### src/rtl/id_ex_stage.sv
// ID/EX pipeline register with load-use hazard detection and a saturating stall counter.
// Optional feature macro: HAZARD_DETECT_EN (undefined = plain enable/flush pipeline register).
module id_ex_stage #(
    parameter int CTRL_W = 9,
    parameter int CNT_W  = 16
) (
    input  logic              clk,
    input  logic              reset,
    input  logic              enable,
    input  logic              flush,
    input  logic              id_valid,
    input  logic [31:0]       id_pc_plus4,
    input  logic [4:0]        id_rs,
    input  logic [4:0]        id_rt,
    input  logic [4:0]        id_rd,
    input  logic [4:0]        id_shamt,
    input  logic [31:0]       id_imm,
    input  logic [31:0]       id_rdata1,
    input  logic [31:0]       id_rdata2,
    input  logic [CTRL_W-1:0] id_ctrl,
    input  logic              id_uses_rs,
    input  logic              id_uses_rt,
    output logic              stall_out,
    output logic              ex_valid,
    output logic [31:0]       ex_pc_plus4,
    output logic [31:0]       ex_imm,
    output logic [31:0]       ex_rdata1,
    output logic [31:0]       ex_rdata2,
    output logic [4:0]        ex_rs,
    output logic [4:0]        ex_rt,
    output logic [4:0]        ex_shamt,
    output logic [4:0]        ex_wr_addr,
    output logic [CTRL_W-1:0] ex_ctrl,
    output logic [CNT_W-1:0]  stall_count
);

    logic              valid_q,   valid_d;
    logic [31:0]       pc_q,      pc_d;
    logic [31:0]       imm_q,     imm_d;
    logic [31:0]       rdata1_q,  rdata1_d;
    logic [31:0]       rdata2_q,  rdata2_d;
    logic [4:0]        rs_q,      rs_d;
    logic [4:0]        rt_q,      rt_d;
    logic [4:0]        shamt_q,   shamt_d;
    logic [4:0]        wr_addr_q, wr_addr_d;
    logic [CTRL_W-1:0] ctrl_q,    ctrl_d;
    logic              hazard;
    logic              bubble;

`ifdef HAZARD_DETECT_EN
    // A load in EX whose destination is read by the ID instruction must wait one cycle.
    assign hazard = valid_q & ctrl_q[1] & (rt_q != 5'd0) & id_valid &
                    ((id_uses_rs & (id_rs == rt_q)) | (id_uses_rt & (id_rt == rt_q)));
`else
    logic unused_hazard_inputs;
    assign unused_hazard_inputs = id_uses_rs ^ id_uses_rt;
    assign hazard = 1'b0;
`endif

    assign stall_out = hazard & ~flush;
    assign bubble    = flush | stall_out;

    always_comb begin
        valid_d   = 1'b0;
        pc_d      = '0;
        imm_d     = '0;
        rdata1_d  = '0;
        rdata2_d  = '0;
        rs_d      = '0;
        rt_d      = '0;
        shamt_d   = '0;
        wr_addr_d = '0;
        ctrl_d    = '0;
        if (!bubble) begin
            valid_d   = id_valid;
            pc_d      = id_pc_plus4;
            imm_d     = id_imm;
            rdata1_d  = id_rdata1;
            rdata2_d  = id_rdata2;
            rs_d      = id_rs;
            rt_d      = id_rt;
            shamt_d   = id_shamt;
            wr_addr_d = id_ctrl[5] ? id_rd : id_rt;
            ctrl_d    = id_valid ? id_ctrl : '0;
        end
    end

    always_ff @(posedge clk) begin
        if (reset) begin
            valid_q   <= 1'b0;
            pc_q      <= '0;
            imm_q     <= '0;
            rdata1_q  <= '0;
            rdata2_q  <= '0;
            rs_q      <= '0;
            rt_q      <= '0;
            shamt_q   <= '0;
            wr_addr_q <= '0;
            ctrl_q    <= '0;
        end else if (enable) begin
            valid_q   <= valid_d;
            pc_q      <= pc_d;
            imm_q     <= imm_d;
            rdata1_q  <= rdata1_d;
            rdata2_q  <= rdata2_d;
            rs_q      <= rs_d;
            rt_q      <= rt_d;
            shamt_q   <= shamt_d;
            wr_addr_q <= wr_addr_d;
            ctrl_q    <= ctrl_d;
        end
    end

`ifdef HAZARD_DETECT_EN
    logic [CNT_W-1:0] cnt_q, cnt_d;

    // Saturate rather than wrap so the count stays a lower bound on stall cycles.
    always_comb begin
        cnt_d = cnt_q;
        if (enable && stall_out && (cnt_q != {CNT_W{1'b1}})) begin
            cnt_d = cnt_q + 1'b1;
        end
    end

    always_ff @(posedge clk) begin
        if (reset) begin
            cnt_q <= '0;
        end else begin
            cnt_q <= cnt_d;
        end
    end

    assign stall_count = cnt_q;
`else
    assign stall_count = '0;
`endif

    assign ex_valid    = valid_q;
    assign ex_pc_plus4 = pc_q;
    assign ex_imm      = imm_q;
    assign ex_rdata1   = rdata1_q;
    assign ex_rdata2   = rdata2_q;
    assign ex_rs       = rs_q;
    assign ex_rt       = rt_q;
    assign ex_shamt    = shamt_q;
    assign ex_wr_addr  = wr_addr_q;
    assign ex_ctrl     = ctrl_q;

endmodule

### config.mk
export PLATFORM = sky130hd
export DESIGN_NAME = id_ex_stage
export DESIGN_NICKNAME = d
export VERILOG_FILES = /design/src/rtl/id_ex_stage.sv
export SDC_FILE = /design/constraint.sdc
export NUM_CORES = 1
export LEC_CHECK = 0
export ABC_CLOCK_PERIOD_IN_PS = 2100
export BUFFER_PORTS_ARGS = -buffer_cell sky130_fd_sc_hd__buf_2
export CAP_MARGIN = 25
export CORE_MARGIN = 4
export CORE_UTILIZATION = 25
export CTS_CLUSTER_DIAMETER = 30
export CTS_CLUSTER_SIZE = 25
export DETAILED_ROUTE_END_ITERATION = 10
export PLACE_DENSITY = 0.6
export SKIP_LAST_GASP = 1
export SYNTH_ARGS = -nofsm -noshare
export SYNTH_HDL_FRONTEND = slang
export SYNTH_SLANG_ARGS = --single-unit
### constraint.sdc
create_clock -name clk -period 2.1 [get_ports clk]
set_clock_uncertainty 0.1 [all_clocks]
set_input_delay 0.21 -clock clk [delete_from_list [all_inputs] [get_ports clk]]
set_output_delay 0.21 -clock clk [all_outputs]
set_load 0.1 [all_outputs]
=== After elaboration in Yosys (flattened, before gate mapping) ===
Cells that the tools add are included.
W data, S select, Z words.

* Bits of input ports: 164
* Bits in registers: 158
* Word-level logic and storage cells: 22

* Mux-type cells: 12

{| class="wikitable"
|+ Operators by type and width
! kind !! number
|-
| $mux W32 || 4
|-
| $mux W5 || 5
|-
| $mux W9 || 2
|-
| $mux W1 || 1
|}

=== Logic depth before layout (Yosys ltp) ===
* Word-level depth: 2
* Gate-level depth with buffers: 5
* Gate-level depth less buffers: 2

=== Worst setup path after synthesis ===
No wires, ideal clock.

* Path type: register to register
* From: register ex_ctrl[0] (netlist name)
* To: register ctrl_q[0] (netlist: ex_ctrl[0])
* Cell stages (with the launch flop): 2
* Data required time: 1.938 ns
* Setup slack: 0.760 ns
* Buffers on the path: 0
* Arrival time: 1.178 ns
* Path through: dfxtp_1 > a22o_1

{| class="wikitable"
|+ RTL lines
! element !! RTL line !! source
|-
| end signal: assignment || 110 || <nowiki>ctrl_q <= ctrl_d;</nowiki>
|-
| end: declaration || 46 || <nowiki>logic [CTRL_W-1:0] ctrl_q, ctrl_d;</nowiki>
|}

=== Worst setup path after layout ===
* From: register rt_q[4] (netlist: ex_rt[4])
* To: output ex_rt[4]

{| class="wikitable"
|+ RTL lines
! element !! RTL line !! source
|-
| start: declaration || 43 || <nowiki>logic [4:0] rt_q, rt_d;</nowiki>
|-
| start signal: assignment || 107 || <nowiki>rt_q <= rt_d;</nowiki>
|-
| end: declaration || 30 || <nowiki>output logic [4:0] ex_rt,</nowiki>
|}

No word-level cell between the ends.

==> impl_metrics.tcl <==
set metrics [dict create \
    status "finished, final reports clean" \
    crit_family "buffers and inverters" \
    hpwl_um 13500 \
    viasPerCell 4.45 \
    rsz0062_at_grt "false" \
    seqCellArea_um2 3160 \
    setup_viol 0 \
    drt_pass1_iterations 4 \
    remaining_drc_errors 0 \
    synth_top_cell_area_share 0.485 \
    synth.top_cells.by_area "dfxtp_1 48%, nand3b_1 17%, nand2b_1 14%" \
    fmax_mhz 654 \
    power_density_nw_per_um2 770 \
    preCtsSetupSlack_ns 0.566 \
    yosys-top-cells-count "158 x dfxtp_1, 144 x a21oi_1, 144 x nand2b_1, 144 x nand3b_1" \
    drt-initial-drc-count 318 \
    grt_pass1_vias 6758 \
    start_kind "flip-flop" \
    worstSetupEndpointType "output pin" \
    yosysTopAreaCell "dfxtp_1" \
    ios 339 \
    critPathMaxStageDelay_ns 0.45 \
    drive_gt1_frac 0.318 \
    totalWireLength_um 22200 \
    grt_max_degree 121 \
    core_area_um2 25400 \
    fin_nets 1300 \
    dieHeight_um 170 \
    cts_inserted_buffers 17 \
    final_antenna_net_count 0 \
    report.final.slew_viol_count 0 \
    yosysWarningCount 0 \
    start_util 0.257 \
    postCtsSetupBuffers 0 \
    clock_latency_ns 0.41 \
    worstPathRequired_ns 1.79 \
    grt_pass1_wl_um 35000 \
    slowest_stage "buf_2" \
    drv_cap 0 \
    overflow 0 \
    synth.distinct_cells 16 \
    numPlacedInstances 1291 \
    slew_headroom 0.600 \
    min_period_ns 1.53 \
    die_w_um 170 \
    multi_input_area_um2 2970 \
    synth_area_um2 6530 \
    dieArea_um2 28700 \
    peakVddDrop_v 0.000481 \
    synthArstFlopShare 0 \
    synth_sequential_area_ratio 0.485 \
    synth-edff-count 0 \
    ys.flop_type "dfxtp_1" \
    cp_max_fo 2 \
    wire_per_inst_um 15.0 \
    htree_levels 4 \
    final.setup.worst_slack_ns 0.571 \
    cts.clk_slew.worst_paths_ns 0.07 \
    grt_usage 0.149 \
    finalHoldViolations 0 \
    antenna_found_initial 1 \
    path_class "reg -> out" \
    cts_tree "built" \
    fin_crit_sh 0.728 \
    place.gp.congestion 0.751 \
    p_leak_nw 4.47 \
    hold_path_class "in -> reg" \
    vias 6583 \
    tns_ns 0 \
    area_delta_synth_final_pct 59.9 \
    synth_cells 697 \
    cts_root_buf "clkbuf_16" \
    clock-sinks 158 \
    final_cells 1480 \
    synth_seq_cells 158 \
    worstMarginPinSlew_ns 0.600 \
    postSynthAreaPerCell_um2 9.36 \
    synth.most_common_cell "dfxtp_1" \
    crit_arrival_ns 1.22 \
    crit_buf_inv 1 \
    rows 58 \
    n_fill_cell 2454 \
    path_cells "buf_2" \
    cts_buffer_depth 2 \
    port_buffers 319 \
]
-- power by group --
group | internal [mW] | switching, mW
logic | 0.566 | 1.34
registers | 3.11 | 0.0558
clock network | 1.58 | 1.38
-- metrics by stage --
step	hold slack [ns]	cell area [um^2]	power (mW)	util
finish	0.0311	10400	8.03	0.411
global route	0.0275	10400	8.38	0.411
CTS	0.000777	10400	8.16	0.411
detailed placement	0.327	8320	4.90	0.328
global placement	0.322	8320	4.89	0.328
floorplan	0.236	6590	4.56	-
-- path summary, 6_finish.rpt --
kind,startpoint,to,slack [ns],depth (start not counted)
worst max-delay path,ex_rt[4]$_SDFFE_PP0P_,ex_rt[4],0.57,1
worst min-delay path,id_rdata2[9],ex_rdata2[9]$_SDFFE_PP0P_,0.03,3
worst max register to register,ex_ctrl[8]$_SDFFE_PP0P_,ex_ctrl[8]$_SDFFE_PP0P_,1.35,1
worst min register to register,ex_imm[13]$_SDFFE_PP0P_,ex_imm[13]$_SDFFE_PP0P_,0.36,2
-- logic make-up (layout without fill, tap and decap cells) --
group,after synthesis,in the layout,share of synthesized area
and+or+nand+nor,291,291,0.308
AOI/OAI and AO/OA,158,158,0.129
DFF,158,158,0.485
buffers and inverters,84,520,0.0698
muxes,5,5,0.00767
other,1,18,0.000575
-- sequential cells by signal (all words and copies together) (netlist names), 5 cells and up --
name         flops
ex_rdata2       32
ex_wr_addr       5
ex_rs            5
ex_rdata1       32
ex_rt            5
ex_imm          32
ex_ctrl          9
ex_pc_plus4     32
ex_shamt         5
-- final cells by class --
| class | instances | area share |
|---|---|---|
| Timing Repair Buffer | 488 | 0.320 |
| Sequential cell | 158 | 0.303 |
| Multi-Input combinational cell | 471 | 0.284 |
| Clock buffer | 19 | 0.0425 |
| Tap cell | 330 | 0.0396 |
| Clock inverter | 13 | 0.0102 |
| Antenna cell | 1 | 0.000240 |
-- repair_timing --
action                    CTS  global route
hold endpoints to repair  152             0
resized for setup           0             0
hold buffers              156             0
-- placed cells by master (no fill, tap or decap), types with 6 or more instances in the layout --
master and instances:
conb_1 17, nand2b_1 144, buf_2 317, a21oi_1 144, clkbuf_16 17, dfxtp_1 158
a22o_1 9, buf_12 6, dlygate4sd3_1 156, buf_4 8, nand3b_1 144
-- metal layers --
| metal | up-vias | GRT usage | routed length [um] |
|---|---|---|---|
| met2 | 270 | 0.264 | 10900 |
| met5 | - | 0 | 0 |
| li1 | 3215 | - | - |
| met3 | 33 | 0.0508 | 1910 |
| met1 | 3065 | 0.166 | 8930 |
| met4 | 0 | 0.0529 | 493 |
Note: power is estimated with default switching activity, not from simulation.
